[src/rtl/opfetch_pkg.sv]
// Shared constants for the operand-fetch stage slice.
package opfetch_pkg;

  localparam int REG_SELECT_WIDTH_DEFAULT = 5;
  localparam int DATA_WIDTH_DEFAULT       = 32;
  localparam int STALL_COUNT_WIDTH        = 16;
  localparam int ZERO_REG                 = 0;

endpackage

[src/rtl/operand_fetch_stage_if.sv]
// Bus bundle between the operand-fetch stage and its neighbours: decode
// handshake, register-file read port, writeback snoop, and the execute slot.
// The slave modport is the stage; the master modport is its environment.
interface operand_fetch_stage_if import opfetch_pkg::*; #(
  parameter int REG_SELECT_WIDTH = REG_SELECT_WIDTH_DEFAULT,
  parameter int DATA_WIDTH       = DATA_WIDTH_DEFAULT
);

  logic                                InValid;
  logic                                InReady;
  logic [REG_SELECT_WIDTH-1:0]         InSrc1;
  logic [REG_SELECT_WIDTH-1:0]         InSrc2;
  logic [REG_SELECT_WIDTH-1:0]         InDest;
  logic                                InWritesDest;
  logic [REG_SELECT_WIDTH-1:0]         ReadSelect1;
  logic [REG_SELECT_WIDTH-1:0]         ReadSelect2;
  logic [DATA_WIDTH-1:0]               ReadData1;
  logic [DATA_WIDTH-1:0]               ReadData2;
  logic                                WbEnable;
  logic [REG_SELECT_WIDTH-1:0]         WbSelect;
  logic [DATA_WIDTH-1:0]               WbData;
  logic                                OutValid;
  logic                                OutReady;
  logic [DATA_WIDTH-1:0]               OutOperand1;
  logic [DATA_WIDTH-1:0]               OutOperand2;
  logic [REG_SELECT_WIDTH-1:0]         OutDest;
  logic                                OutWritesDest;
  logic [(1<<REG_SELECT_WIDTH)-1:0]    ScoreboardBusy;
  logic [STALL_COUNT_WIDTH-1:0]        StallCount;

  modport slave (
    input  InValid, InSrc1, InSrc2, InDest, InWritesDest,
    output InReady,
    output ReadSelect1, ReadSelect2,
    input  ReadData1, ReadData2,
    input  WbEnable, WbSelect, WbData,
    output OutValid, OutOperand1, OutOperand2, OutDest, OutWritesDest,
    input  OutReady,
    output ScoreboardBusy, StallCount
  );

  modport master (
    output InValid, InSrc1, InSrc2, InDest, InWritesDest,
    input  InReady,
    input  ReadSelect1, ReadSelect2,
    output ReadData1, ReadData2,
    output WbEnable, WbSelect, WbData,
    input  OutValid, OutOperand1, OutOperand2, OutDest, OutWritesDest,
    output OutReady,
    input  ScoreboardBusy, StallCount
  );

endinterface

[src/rtl/reg_scoreboard.sv]
// Per-register busy scoreboard. A register is marked busy when an instruction
// writing it issues and freed when its writeback is seen. A set and a clear
// to the same register in one cycle leave it busy, because the set belongs to
// a newer instruction. Register 0 can never become busy.
module reg_scoreboard import opfetch_pkg::*; #(
  parameter int REG_SELECT_WIDTH = REG_SELECT_WIDTH_DEFAULT
) (
  input  logic                             clk,
  input  logic                             rst_n,
  input  logic                             set_en,
  input  logic [REG_SELECT_WIDTH-1:0]      set_idx,
  input  logic                             clr_en,
  input  logic [REG_SELECT_WIDTH-1:0]      clr_idx,
  input  logic [REG_SELECT_WIDTH-1:0]      lookup_a,
  input  logic [REG_SELECT_WIDTH-1:0]      lookup_b,
  input  logic [REG_SELECT_WIDTH-1:0]      lookup_c,
  output logic                             busy_a,
  output logic                             busy_b,
  output logic                             busy_c,
  output logic [(1<<REG_SELECT_WIDTH)-1:0] busy
);

  localparam int NUM_REGS = 1 << REG_SELECT_WIDTH;
  localparam logic [REG_SELECT_WIDTH-1:0] ZERO_IDX = REG_SELECT_WIDTH'(ZERO_REG);

  logic [NUM_REGS-1:0] busy_q;
  logic [NUM_REGS-1:0] set_vec;
  logic [NUM_REGS-1:0] clr_vec;

  // Decode the set and clear requests into one-hot vectors.
  always_comb begin
    set_vec = '0;
    clr_vec = '0;
    if (set_en && set_idx != ZERO_IDX)
      set_vec[set_idx] = 1'b1;
    if (clr_en)
      clr_vec[clr_idx] = 1'b1;
  end

  // Busy vector update: clear first, then OR in the set so the set wins.
  always_ff @(posedge clk or negedge rst_n) begin
    if (!rst_n)
      busy_q <= '0;
    else
      busy_q <= (busy_q & ~clr_vec) | set_vec;
  end

  assign busy   = busy_q;
  assign busy_a = busy_q[lookup_a];
  assign busy_b = busy_q[lookup_b];
  assign busy_c = busy_q[lookup_c];

endmodule

[src/rtl/operand_fetch_stage.sv]
// Operand-fetch pipeline stage: reads both sources from the register file,
// stalls on RAW/WAW hazards tracked by a busy scoreboard, and captures the
// operands into a single registered output slot.
// Build option OPFETCH_BYPASS_EN: when defined, a writeback in the current
// cycle is forwarded to the operands and resolves the hazard without a stall.
module operand_fetch_stage import opfetch_pkg::*; #(
  parameter int REG_SELECT_WIDTH = REG_SELECT_WIDTH_DEFAULT,
  parameter int DATA_WIDTH       = DATA_WIDTH_DEFAULT
) (
  input logic                   Clk,
  input logic                   Reset,
  operand_fetch_stage_if.slave  bus
);

  localparam logic [REG_SELECT_WIDTH-1:0] ZERO_IDX = REG_SELECT_WIDTH'(ZERO_REG);
  localparam logic [STALL_COUNT_WIDTH-1:0] STALL_MAX = {STALL_COUNT_WIDTH{1'b1}};

  logic busy_src1, busy_src2, busy_dest;
  logic clr_src1, clr_src2, clr_dest;
  logic src1_haz, src2_haz, dest_haz, hazard;
  logic in_ready, accept;
  logic [DATA_WIDTH-1:0] operand1, operand2;

  logic                         out_valid_q;
  logic [DATA_WIDTH-1:0]        out_operand1_q;
  logic [DATA_WIDTH-1:0]        out_operand2_q;
  logic [REG_SELECT_WIDTH-1:0]  out_dest_q;
  logic                         out_writes_dest_q;
  logic [STALL_COUNT_WIDTH-1:0] stall_count_q;

  reg_scoreboard #(.REG_SELECT_WIDTH(REG_SELECT_WIDTH)) scoreboard (
    .clk      (Clk),
    .rst_n    (Reset),
    .set_en   (accept && bus.InWritesDest),
    .set_idx  (bus.InDest),
    .clr_en   (bus.WbEnable),
    .clr_idx  (bus.WbSelect),
    .lookup_a (bus.InSrc1),
    .lookup_b (bus.InSrc2),
    .lookup_c (bus.InDest),
    .busy_a   (busy_src1),
    .busy_b   (busy_src2),
    .busy_c   (busy_dest),
    .busy     (bus.ScoreboardBusy)
  );

  assign bus.ReadSelect1 = bus.InSrc1;
  assign bus.ReadSelect2 = bus.InSrc2;

  assign clr_src1 = bus.WbEnable && bus.WbSelect == bus.InSrc1;
  assign clr_src2 = bus.WbEnable && bus.WbSelect == bus.InSrc2;
  assign clr_dest = bus.WbEnable && bus.WbSelect == bus.InDest;

  // Hazard detection and operand selection; the writeback mux only exists in
  // the bypass build, otherwise a same-cycle writeback still counts as busy.
  always_comb begin
    operand1 = bus.ReadData1;
    operand2 = bus.ReadData2;
`ifdef OPFETCH_BYPASS_EN
    src1_haz = bus.InSrc1 != ZERO_IDX && busy_src1 && !clr_src1;
    src2_haz = bus.InSrc2 != ZERO_IDX && busy_src2 && !clr_src2;
    if (clr_src1) operand1 = bus.WbData;
    if (clr_src2) operand2 = bus.WbData;
`else
    src1_haz = bus.InSrc1 != ZERO_IDX && (busy_src1 || clr_src1);
    src2_haz = bus.InSrc2 != ZERO_IDX && (busy_src2 || clr_src2);
`endif
    if (bus.InSrc1 == ZERO_IDX) operand1 = '0;
    if (bus.InSrc2 == ZERO_IDX) operand2 = '0;
    dest_haz = bus.InWritesDest && bus.InDest != ZERO_IDX && busy_dest && !clr_dest;
    hazard   = bus.InValid && (src1_haz || src2_haz || dest_haz);
    in_ready = (!out_valid_q || bus.OutReady) && !hazard;
    accept   = bus.InValid && in_ready;
  end

  // Output slot: load on accept, drop valid on a drain without a refill.
  always_ff @(posedge Clk or negedge Reset) begin
    if (!Reset) begin
      out_valid_q       <= 1'b0;
      out_operand1_q    <= '0;
      out_operand2_q    <= '0;
      out_dest_q        <= '0;
      out_writes_dest_q <= 1'b0;
    end else if (accept) begin
      out_valid_q       <= 1'b1;
      out_operand1_q    <= operand1;
      out_operand2_q    <= operand2;
      out_dest_q        <= bus.InDest;
      out_writes_dest_q <= bus.InWritesDest;
    end else if (out_valid_q && bus.OutReady) begin
      out_valid_q       <= 1'b0;
    end
  end

  // Saturating count of cycles lost to hazards.
  always_ff @(posedge Clk or negedge Reset) begin
    if (!Reset)
      stall_count_q <= '0;
    else if (hazard && stall_count_q != STALL_MAX)
      stall_count_q <= stall_count_q + 1'b1;
  end

  assign bus.InReady       = in_ready;
  assign bus.OutValid      = out_valid_q;
  assign bus.OutOperand1   = out_operand1_q;
  assign bus.OutOperand2   = out_operand2_q;
  assign bus.OutDest       = out_dest_q;
  assign bus.OutWritesDest = out_writes_dest_q;
  assign bus.StallCount    = stall_count_q;

endmodule

[src/flat_wrapper.sv]
// flat-port wrapper written by rule: the top's interface ports become plain ports
module operand_fetch_stage_flat import opfetch_pkg::*;
#(
  parameter int REG_SELECT_WIDTH = REG_SELECT_WIDTH_DEFAULT,
  parameter int DATA_WIDTH       = DATA_WIDTH_DEFAULT
)
  (Clk, Reset, bus_InValid, bus_InSrc1, bus_InSrc2, bus_InDest, bus_InWritesDest, bus_InReady, bus_ReadSelect1, bus_ReadSelect2, bus_ReadData1, bus_ReadData2, bus_WbEnable, bus_WbSelect, bus_WbData, bus_OutValid, bus_OutOperand1, bus_OutOperand2, bus_OutDest, bus_OutWritesDest, bus_OutReady, bus_ScoreboardBusy, bus_StallCount);
  operand_fetch_stage_if #(.REG_SELECT_WIDTH(REG_SELECT_WIDTH), .DATA_WIDTH(DATA_WIDTH)) bus_i ();
  input logic Clk;
  input logic Reset;
  input wire logic [$bits(bus_i.InValid)-1:0] bus_InValid;
  input wire logic [$bits(bus_i.InSrc1)-1:0] bus_InSrc1;
  input wire logic [$bits(bus_i.InSrc2)-1:0] bus_InSrc2;
  input wire logic [$bits(bus_i.InDest)-1:0] bus_InDest;
  input wire logic [$bits(bus_i.InWritesDest)-1:0] bus_InWritesDest;
  output wire logic [$bits(bus_i.InReady)-1:0] bus_InReady;
  output wire logic [$bits(bus_i.ReadSelect1)-1:0] bus_ReadSelect1;
  output wire logic [$bits(bus_i.ReadSelect2)-1:0] bus_ReadSelect2;
  input wire logic [$bits(bus_i.ReadData1)-1:0] bus_ReadData1;
  input wire logic [$bits(bus_i.ReadData2)-1:0] bus_ReadData2;
  input wire logic [$bits(bus_i.WbEnable)-1:0] bus_WbEnable;
  input wire logic [$bits(bus_i.WbSelect)-1:0] bus_WbSelect;
  input wire logic [$bits(bus_i.WbData)-1:0] bus_WbData;
  output wire logic [$bits(bus_i.OutValid)-1:0] bus_OutValid;
  output wire logic [$bits(bus_i.OutOperand1)-1:0] bus_OutOperand1;
  output wire logic [$bits(bus_i.OutOperand2)-1:0] bus_OutOperand2;
  output wire logic [$bits(bus_i.OutDest)-1:0] bus_OutDest;
  output wire logic [$bits(bus_i.OutWritesDest)-1:0] bus_OutWritesDest;
  input wire logic [$bits(bus_i.OutReady)-1:0] bus_OutReady;
  output wire logic [$bits(bus_i.ScoreboardBusy)-1:0] bus_ScoreboardBusy;
  output wire logic [$bits(bus_i.StallCount)-1:0] bus_StallCount;
  assign bus_i.InValid = bus_InValid;
  assign bus_i.InSrc1 = bus_InSrc1;
  assign bus_i.InSrc2 = bus_InSrc2;
  assign bus_i.InDest = bus_InDest;
  assign bus_i.InWritesDest = bus_InWritesDest;
  assign bus_InReady = bus_i.InReady;
  assign bus_ReadSelect1 = bus_i.ReadSelect1;
  assign bus_ReadSelect2 = bus_i.ReadSelect2;
  assign bus_i.ReadData1 = bus_ReadData1;
  assign bus_i.ReadData2 = bus_ReadData2;
  assign bus_i.WbEnable = bus_WbEnable;
  assign bus_i.WbSelect = bus_WbSelect;
  assign bus_i.WbData = bus_WbData;
  assign bus_OutValid = bus_i.OutValid;
  assign bus_OutOperand1 = bus_i.OutOperand1;
  assign bus_OutOperand2 = bus_i.OutOperand2;
  assign bus_OutDest = bus_i.OutDest;
  assign bus_OutWritesDest = bus_i.OutWritesDest;
  assign bus_i.OutReady = bus_OutReady;
  assign bus_ScoreboardBusy = bus_i.ScoreboardBusy;
  assign bus_StallCount = bus_i.StallCount;
  operand_fetch_stage #(.REG_SELECT_WIDTH(REG_SELECT_WIDTH), .DATA_WIDTH(DATA_WIDTH)) u_core (.Clk(Clk), .Reset(Reset), .bus(bus_i));
endmodule
[config.mk]
export PLATFORM = sky130hd
export DESIGN_NAME = operand_fetch_stage_flat
export DESIGN_NICKNAME = d
export VERILOG_FILES = /design/src/rtl/opfetch_pkg.sv /design/src/rtl/operand_fetch_stage_if.sv /design/src/rtl/reg_scoreboard.sv /design/src/rtl/operand_fetch_stage.sv /design/src/flat_wrapper.sv
export SDC_FILE = /design/constraint.sdc
export NUM_CORES = 1
export LEC_CHECK = 0
export CAP_MARGIN = 30
export CORE_MARGIN = 2
export CORE_UTILIZATION = 44
export CTS_CLUSTER_SIZE = 16
export DETAILED_ROUTE_END_ITERATION = 8
export GPL_TIMING_DRIVEN = 0
export HOLD_SLACK_MARGIN = 0.03
export PLACE_DENSITY = 0.82
export SKIP_LAST_GASP = 1
export SLEW_MARGIN = 15
export SYNTH_ARGS = -nofsm -noshare
export SYNTH_HDL_FRONTEND = slang
export SYNTH_HIERARCHICAL = 1
export SYNTH_SLANG_ARGS = --single-unit
export TNS_END_PERCENT = 1
[constraint.sdc]
create_clock -name Clk -period 3.8 [get_ports Clk]
set_clock_uncertainty 0.15 [all_clocks]
set_input_delay 0.76 -clock Clk [delete_from_list [all_inputs] [get_ports Clk]]
set_output_delay 0.76 -clock Clk [all_outputs]
set_load 0.05 [all_outputs]
==> results.cfg, run 1 <==
[timing]
finalCriticalPeriod_ps = 3810
timing_hold_violations_final = 0
fmax_mhz = 263
timing_max_transition_violations_final = 0
min_period_over_period_pct = 100
worst_hold_slack_ps = 115
worst_slew_margin_relative_to_its_limit_pct = 45.9
max_slew.worst_pin.slew_ps = 810
postLayoutSetupSlackWorst_ps = -8.61
setup_viol_count_final = 1
rsz_0062_raised_after_global_routing = true

[worst_setup_path]
worst_r2r_startpoint = u_core/scoreboard/busy[17]$_DFF_PN0_
path_max_fanout = 10
worst_path_required_ps = 2890
ff2ff_setup_slack_ps = 580
critical_path.startpoint = bus_InDest[1]
worstSetupEndpoint = bus_InReady
worst-setup-path-type = in2out
cp_data_arrival_time_ps = 2900
worst_setup_path_start_kind = input port
worstSetupEndpointType = output port
worst_r2r_endpoint = u_core/scoreboard/busy[16]$_DFF_PN0_
timing.reg2reg.worst_path_depth = 12

[global_routing]
grt_pass1_vias = 5766
antenna_found_initial = 0
groute.usage.overall_pct = 26.1
overflow = 0
wire_length_of_the_first_global_routing_pass_um = 30200
grt_start_max_net_pins = 80

[layout]
areaGrowthSynthToFinish_pct = 50.1
antenna_cells = 0
num-fill-cells = 1108
fraction_of_layout_cells_with_a_size_suffix_above_1_pct = 8.95
final_design_area_no_fill_mm2 = 0.00932
regArea_mm2 = 0.00298
multi_input_area_mm2 = 0.00298
final_nets = 1026

[floorplanning]
die_y_um = 123
die-width_um = 123
floorplan.core_area_mm2 = 0.0138
die_area_mm2 = 0.0151
initial_utilization_pct = 44.9
boundaryPins = 252
std_cell_rows = 43

[synth]
synthesis.area_per_instance_um2 = 9.36
yosys.cell_count.top_type = nand2_1
postSynthCellCount = 663
syn-num-nets = 786
ys.warnings.count = 6
synth-edff-count = 0
synth_common_cells = nand2_1, dfrtp_1, o21ai_0, o21ai_1, mux2i_1
synth_top_area_share_pct = 48.0
synth-seq-cells = 119
dominantRegCellSynth = dfrtp_1
post_synth_cell_types = 49
synth_top_cell_by_area = dfrtp_1
yosysSeqAreaShare_pct = 48.0
synth_top_cells_by_area = dfrtp_1, nand2_1, mux2i_1
asyncSetResetFlopFracSynth_pct = 100
synth.cell_area_mm2 = 0.00621

[power_and_ir_drop]
leakage_uw = 0.00412
power.switching_uw = 2640
power.share.switching_pct = 41.8
power.internal_uw = 3680
clock_power_share_pct = 27.4
seq_power_share_pct = 29.4
total_power_uw = 6320
p_per_area_mw_per_mm2 = 678
vdd_ir_drop_max_mv = 0.479
power.combinational.fraction_pct = 43.1

[detailed_routing]
post-route-drc-count = 0
avgViaCountPerCell = 5.46
via_count = 5989
wl_per_cell_um = 17.6
routed_wl_um = 19200
drt_iter0_drc = 540
route.antenna.remaining_nets = 0
dr.pass1.iters = 5

[placement]
io_buffers = 218
hpwl_um = 13900
place.gp.congestion = 0.907
dpl-instance-area_mm2 = 0.00865

[clock_tree]
max_h_tree_level = 4
worst_skew_pair.late_latency_ps = 410
cts_tree = done
root_buffer = clkbuf_16
clockBufferDepth = 2
tritoncts.num_buffers = 17
clock-sinks = 119
worst_setup_hold_path_clk_slew_ps = 50

[worst_hold_path]
min-delay-path-class = in2async

[run_status]
violations = negative setup slack
status = finished with violations

[flow_run]
max_cap_viol_count = 0
## how the worst min path moves through the flow
stage | to | depth (start not counted) | startpoint | slack (ps)
floorplan | u_core/bus.OutDest[0]$_DFFE_PN0P_ | 0 | Reset | 310
detailed placement | u_core/bus.OutOperand1[0]$_DFFE_PN0P_ | 2 | u_core/bus.OutOperand1[0]$_DFFE_PN0P_ | 320
finish | u_core/bus.OutDest[4]$_DFFE_PN0P_ | 1 | Reset | 110
global route | u_core/bus.OutDest[4]$_DFFE_PN0P_ | 1 | Reset | 130
global placement | u_core/bus.OutOperand2[30]$_DFFE_PN0P_ | 2 | u_core/bus.OutOperand2[30]$_DFFE_PN0P_ | 310
CTS | u_core/bus.OutOperand1[6]$_DFFE_PN0P_ | 1 | Reset | 110
## through the flow
stage          setup TNS [ps]  cells  setup WS, ps  util [%]
6_report                -8.61   1096         -8.61      67.4
5_1_grt                  -123   1096          -123      67.4
4_1_cts                     0   1094          4.69      67.3
3_5_place_dp           -43300   1062         -1450      62.5
3_3_place_gp          -382850   1061         -2870      62.3
2_1_floorplan               0    663          13.1         -
## routing by layer
layer	GRT usage [%]	wire (um)
met5	0	0
met4	8.05	335
met3	9.90	2070
met2	41.3	9220
met1	33.1	7610
## power by group through the flow
stage	Sequential (uW)	Clock, uW	Combinational [uW]
floorplan	3000	0	545
global placement	1860	0	2700
finish	1860	1730	2720
CTS	1860	1760	2730
detailed placement	1870	0	2720
global route	1910	1830	2870
## flip-flops by register name, summed over array words and instances, names as in the netlist
signal	count
u_core/bus.StallCount	16
u_core/scoreboard/busy	32
u_core/bus.OutOperand1	32
u_core/bus.OutValid	1
u_core/bus.OutWritesDest	1
u_core/bus.OutOperand2	32
u_core/bus.OutDest	5
## cell usage in the layout, fill, tap and decap left out, drive strengths merged, types with 7 or more instances in the layout
cell | netlist | final
nor2 | 13 | 13
mux2i | 48 | 48
nand2 | 162 | 162
o21ai | 126 | 126
clkdlybuf4s50 | 0 | 202
mux2 | 7 | 7
xnor2 | 17 | 17
clkbuf | 18 | 36
xor2 | 11 | 11
nand3b | 12 | 12
a21oi | 10 | 10
dlygate4sd2 | 0 | 9
nand3 | 19 | 19
clkinv | 0 | 7
buf | 22 | 28
dfrtp | 119 | 119
a22oi | 12 | 12
## critical path: stages
cell and delay (ps):
clkdlybuf4s15_2 300, buf_6 190, buf_12 150, mux2i_1 200, a22oi_1 100, nand3_1 90
nand2_1 60, a311o_1 270, o211ai_1 110, a31o_2 210, o211ai_4 110, a21boi_2 140
buf_4 200
## timing repair
item	4_1_cts	5_1_grt
setup buffers	1	2
pin swaps	1	1
hold buffers	0	0
cloned	0	0
gates resized for setup	33	1
endpoints found under the setup margin	32	12
## cell families (layout without fill, tap and decap cells)
group                      Yosys count  after routing  share of synthesized area, %
and+or+nand+nor                    252            252                          18.6
DFF                                119            119                          48.0
adders and majority gates            1              1                         0.201
muxes                               55             55                          9.31
AOI/OAI and AO/OA                  165            165                          15.4
xor gates and xnor gates            28             28                          3.95
buffers and inverters               43            296                          4.57
## area by class of cell
class                   count  area share, %
clock buffers              19           4.64
multi-input cells         501           31.9
plain buffers              39           2.89
flip-flops and latches    119           31.9
inverters                   3          0.121
well taps                 180           2.42
clock inverters            13           2.19
repair buffers            222           23.9
No activity file was read; power rests on OpenSTA's default activity.
==> run 2, diff against run 1 <==
CORE_MARGIN = unset   (was 2)
CTS_CLUSTER_DIAMETER = 60   (was unset)
==> results.cfg, run 2 (synthesis results as in run 1) <==
[floorplanning]
die-width_um = 121
die_area_mm2 = 0.0146
initial_utilization_pct = 44.9
boundaryPins = 252
std_cell_rows = 43
floorplan.core_area_mm2 = 0.0138
die_y_um = 121

[layout]
areaGrowthSynthToFinish_pct = 48.1
fraction_of_layout_cells_with_a_size_suffix_above_1_pct = 9.17
finalCoreUtilization_pct = 66.5
antenna_cells = 0
final_cells = 1096
final_nets = 1026
mostFrequentLayoutCells = clkdlybuf4s50_1, nand2_1, dfrtp_1
mostFrequentLayoutCell = clkdlybuf4s50_1

[global_routing]
wire_length_of_the_first_global_routing_pass_um = 30000
overflow = 0
antenna_found_initial = 0
grt_start_max_net_pins = 61
groute.usage.overall_pct = 27.0
grt_pass1_vias = 5789

[detailed_routing]
avgViaCountPerCell = 5.43
routed_wl_um = 18700
dr.pass1.iters = 5
post-route-drc-count = 0
route.antenna.remaining_nets = 0
via_count = 5949
wl_per_cell_um = 17.1
drt_iter0_drc = 459

[power_and_ir_drop]
leakage_uw = 0.00405
total_power_uw = 5980
p_per_area_mw_per_mm2 = 651
vdd_ir_drop_max_mv = 0.455

[timing]
finalCriticalPeriod_ps = 3810
fmax_mhz = 263
rsz_0062_raised_after_global_routing = true
setup_viol_count_final = 1
min_period_over_period_pct = 100
worst_slew_margin_relative_to_its_limit_pct = 46.3
timing_max_transition_violations_final = 0
postLayoutSetupSlackWorst_ps = -9.53
timing_hold_violations_final = 0
max_slew.worst_pin.slew_ps = 804

[worst_setup_path]
critical_path.startpoint = bus_WbSelect[4]
cp_data_arrival_time_ps = 2900
worst_setup_path_start_kind = input port
worstSetupEndpointType = output port
worst_path_required_ps = 2890
path_max_fanout = 11
worst_r2r_startpoint = u_core/scoreboard/busy[18]$_DFF_PN0_
worst-setup-path-type = in2out

[clock_tree]
clock-sinks = 119
tritoncts.num_buffers = 17
clockBufferDepth = 2
worst_skew_pair.late_latency_ps = 410
cts_tree = done
ctsHoldBuffers = 0
max_h_tree_level = 4
root_buffer = clkbuf_16
worst_setup_hold_path_clk_slew_ps = 50

[placement]
place.gp.congestion = 0.931
io_buffers = 218
dp_cells = 1062
hpwl_um = 13500
pre_cts_slack_ps = -1460

[run_status]
violations = negative setup slack
status = finished with violations

[flow_run]
max_cap_viol_count = 0

[worst_hold_path]
min-delay-path-class = in2async
[run 2: final timing paths]
check / end / slack [ps] / cells past startpoint
min in group Clk: u_core/bus.OutOperand1[2]$_DFFE_PN0P_ / 320 / 2
max in group asynchronous: u_core/bus.StallCount[11]$_DFFE_PN0P_ / 2640 / 2
min reg2reg: u_core/bus.OutOperand1[2]$_DFFE_PN0P_ / 320 / 2
max: bus_InReady / -10 / 7
max reg2reg: u_core/scoreboard/busy[4]$_DFF_PN0_ / 620 / 12
min: u_core/bus.OutOperand1[15]$_DFFE_PN0P_ / 170 / 1
[run 2: timing repair]
action                     CTS  global route
pin swaps                    1             1
setup endpoints to repair   32            10
gates resized for setup     32             4
gates cloned                 0             0
buffers inserted             1             2
[run 2: power breakdown]
group	switching [uW]	leakage, uW	internal, uW
registers	264	0.00153	1600
clock network	574	0.000253	837
logic	1790	0.00227	921
total	2630	0.00405	3360
[run 2: area by class of cell]
| cell class | instances | area, um2 |
|---|---|---|
| clock buffers | 18 | 439 |
| fillers | 1164 | 4630 |
| plain buffers | 39 | 269 |
| repair buffers | 222 | 2220 |
| flip-flops and latches | 119 | 2980 |
| inverters | 3 | 11.3 |
| well taps | 180 | 225 |
| clock inverters | 14 | 86.3 |
| multi-input cells | 501 | 2970 |
[run 2: metrics by stage]
step / setup TNS (ps) / hold slack, ps / area (um2)
3_5_place_dp: -43120 / 319 / 8650
5_1_grt: -106 / 203 / 9200
2_1_floorplan: 0 / 314 / 6210
4_1_cts: 0 / 179 / 9190
6_report: -9.53 / 171 / 9200
3_3_place_gp: -378940 / 310 / 8620
[run 2: routing by layer]
metal | routed length, um | up-vias | track usage, %
met2 | 8910 | 290 | 43.4
li1 | - | 2797 | -
met3 | 1760 | 36 | 8.68
met5 | 0 | - | 0
met4 | 414 | 0 | 11.4
met1 | 7660 | 2826 | 33.3
[run 2: worst max-delay path: stages]
cell	delay (ps)
clkdlybuf4s50_1	730
xor2_1	280
nor4_1	440
a31oi_4	200
o211ai_4	230
a21boi_2	80
buf_6	170
==> run 3, diff against run 2 <==
CORE_UTILIZATION = 40   (was 44)
PLACE_DENSITY = 0.78   (was 0.82)
clock period = 3.5 ns   (was 3.8 ns; I/O delays follow)
==> results.cfg, run 3 (synthesis results as in run 1) <==
[run_status]
status = completed

[power_and_ir_drop]
power.internal_uw = 3970
clock_power_share_pct = 26.6
seq_power_share_pct = 29.8
vdd_ir_drop_max_mv = 0.446
power.share.switching_pct = 41.7
power.switching_uw = 2840
power.combinational.fraction_pct = 43.7
p_per_area_mw_per_mm2 = 721
leakage_uw = 0.00419

[layout]
num-fill-cells = 1318
multi_input_area_mm2 = 0.00301
areaGrowthSynthToFinish_pct = 52.2
antenna_cells = 0
mostFrequentLayoutCells = clkdlybuf4s50_1, nand2_1, dfrtp_1
regArea_mm2 = 0.00298
finalCoreUtilization_pct = 62.1
final_cells = 1115
mostFrequentLayoutCell = clkdlybuf4s50_1
final_nets = 1037
fraction_of_layout_cells_with_a_size_suffix_above_1_pct = 11.4
final_design_area_no_fill_mm2 = 0.00945

[global_routing]
antenna_found_initial = 0
overflow = 0
wire_length_of_the_first_global_routing_pass_um = 31300
groute.usage.overall_pct = 25.3
grt_pass1_vias = 5936
grt_start_max_net_pins = 79

[floorplanning]
boundaryPins = 252
std_cell_rows = 45
die_y_um = 127
floorplan.core_area_mm2 = 0.0152
initial_utilization_pct = 40.8
die-width_um = 127
die_area_mm2 = 0.0160

[detailed_routing]
drt_iter0_drc = 383
dr.pass1.iters = 7
avgViaCountPerCell = 5.34
route.antenna.remaining_nets = 0
wl_per_cell_um = 17.4
via_count = 5955
post-route-drc-count = 0
routed_wl_um = 19400

[worst_setup_path]
path_max_fanout = 8
max_stage_delay_ps = 350
worstSetupEndpointType = output port
crit_chain = buf_6, buf_12, buf_6, mux2i_1, a22oi_1, nand4b_1, a21oi_1, a311o_1, o21a_1, a31oi_4, o211ai_4, a21boi_4, buf_6
worst_path_required_ps = 2650
cp_data_arrival_time_ps = 2570
critical_path.slowest_cell = a311o_1
ff2ff_setup_slack_ps = 350
worst_setup_path_start_kind = input port
cp_num_buf_inv = 4
path_delay_family = compound AO/OA/AOI/OAI gates
worst-setup-path-type = in2out
critical-path-top-cell-by-count = buf_6

[clock_tree]
clock-sinks = 119
worst_setup_hold_path_clk_slew_ps = 50
cts_tree = done
clockBufferDepth = 2
ctsHoldBuffers = 0
max_h_tree_level = 4
worst_skew_pair.late_latency_ps = 410
root_buffer = clkbuf_16
tritoncts.num_buffers = 17

[timing]
rsz_0062_raised_after_global_routing = false
finalCriticalPeriod_ps = 3420
worst_slew_margin_relative_to_its_limit_pct = 42.5
worst_hold_slack_ps = 54.2
min_period_over_period_pct = 97.6
timing_max_transition_violations_final = 0
timing_hold_violations_final = 0
setup_viol_count_final = 0
max_slew.worst_pin.slew_ps = 861
fmax_mhz = 293

[flow_run]
max_cap_viol_count = 0

[worst_hold_path]
min-delay-path-class = in2async

[placement]
io_buffers = 218
place.gp.congestion = 0.870
dpl-instance-area_mm2 = 0.00867
dp_cells = 1070
hpwl_um = 14000
[run 3: power groups by stage]
stage / registers (uW) / clock network, uW / logic, uW
floorplan: 3250 / 0 / 597
global placement: 2030 / 0 / 2930
detailed placement: 2040 / 0 / 2950
CTS: 2030 / 1830 / 2980
global route: 2080 / 1910 / 3130
finish: 2030 / 1810 / 2970
[run 3: metrics by stage]
stage                     setup slack [ps]  TNS [ps]  total power, uW
final                                 84.9         0             6810
after global routing                 0.165         0             7110
after floorplan                       40.9         0             3850
after global placement               -3110   -422890             4970
after CTS                            -4.23     -4.76             6840
after detailed placement             -1480    -59140             4990
[run 3: path summary, 6_finish.rpt]
path                                                        startpoint  cells past startpoint                                     end
worst min register to register  u_core/bus.OutOperand2[28]$_DFFE_PN0P_                      2  u_core/bus.OutOperand2[28]$_DFFE_PN0P_
min in group Clk                u_core/bus.OutOperand2[28]$_DFFE_PN0P_                      2  u_core/bus.OutOperand2[28]$_DFFE_PN0P_
worst max-delay path                                     bus_InSrc2[1]                     13                             bus_InReady
worst max register to register    u_core/scoreboard/busy[17]$_DFF_PN0_                     13    u_core/scoreboard/busy[16]$_DFF_PN0_
max in group asynchronous                                        Reset                      2    u_core/bus.StallCount[3]$_DFFE_PN0P_
worst min-delay path                                             Reset                      1  u_core/bus.OutOperand1[12]$_DFFE_PN0P_
[run 3: repair_timing]
item | in CTS | in global routing
gates resized for setup | 54 | 33
gates cloned | 1 | 0
pin swaps | 3 | 11
buffers inserted | 6 | 7
setup endpoints to repair | 38 | 32
[run 3: layer usage]
metal	track usage [%]	part of all wire, %	wire [um]
met3	9.11	10	1950
met1	31.2	41	8020
met4	9.64	1.5	291
met5	0	0	0
met2	40.5	47	9160
[run 3: area by class of cell]
type / count / share of cell area (%)
sequential: 119 / 31.5
clock buffer: 25 / 5.35
inverter: 3 / 0.119
multi-input combinational: 501 / 31.8
clock inverter: 7 / 1.22
tap: 188 / 2.49
buffer: 39 / 3.02
timing repair buffer: 233 / 24.5
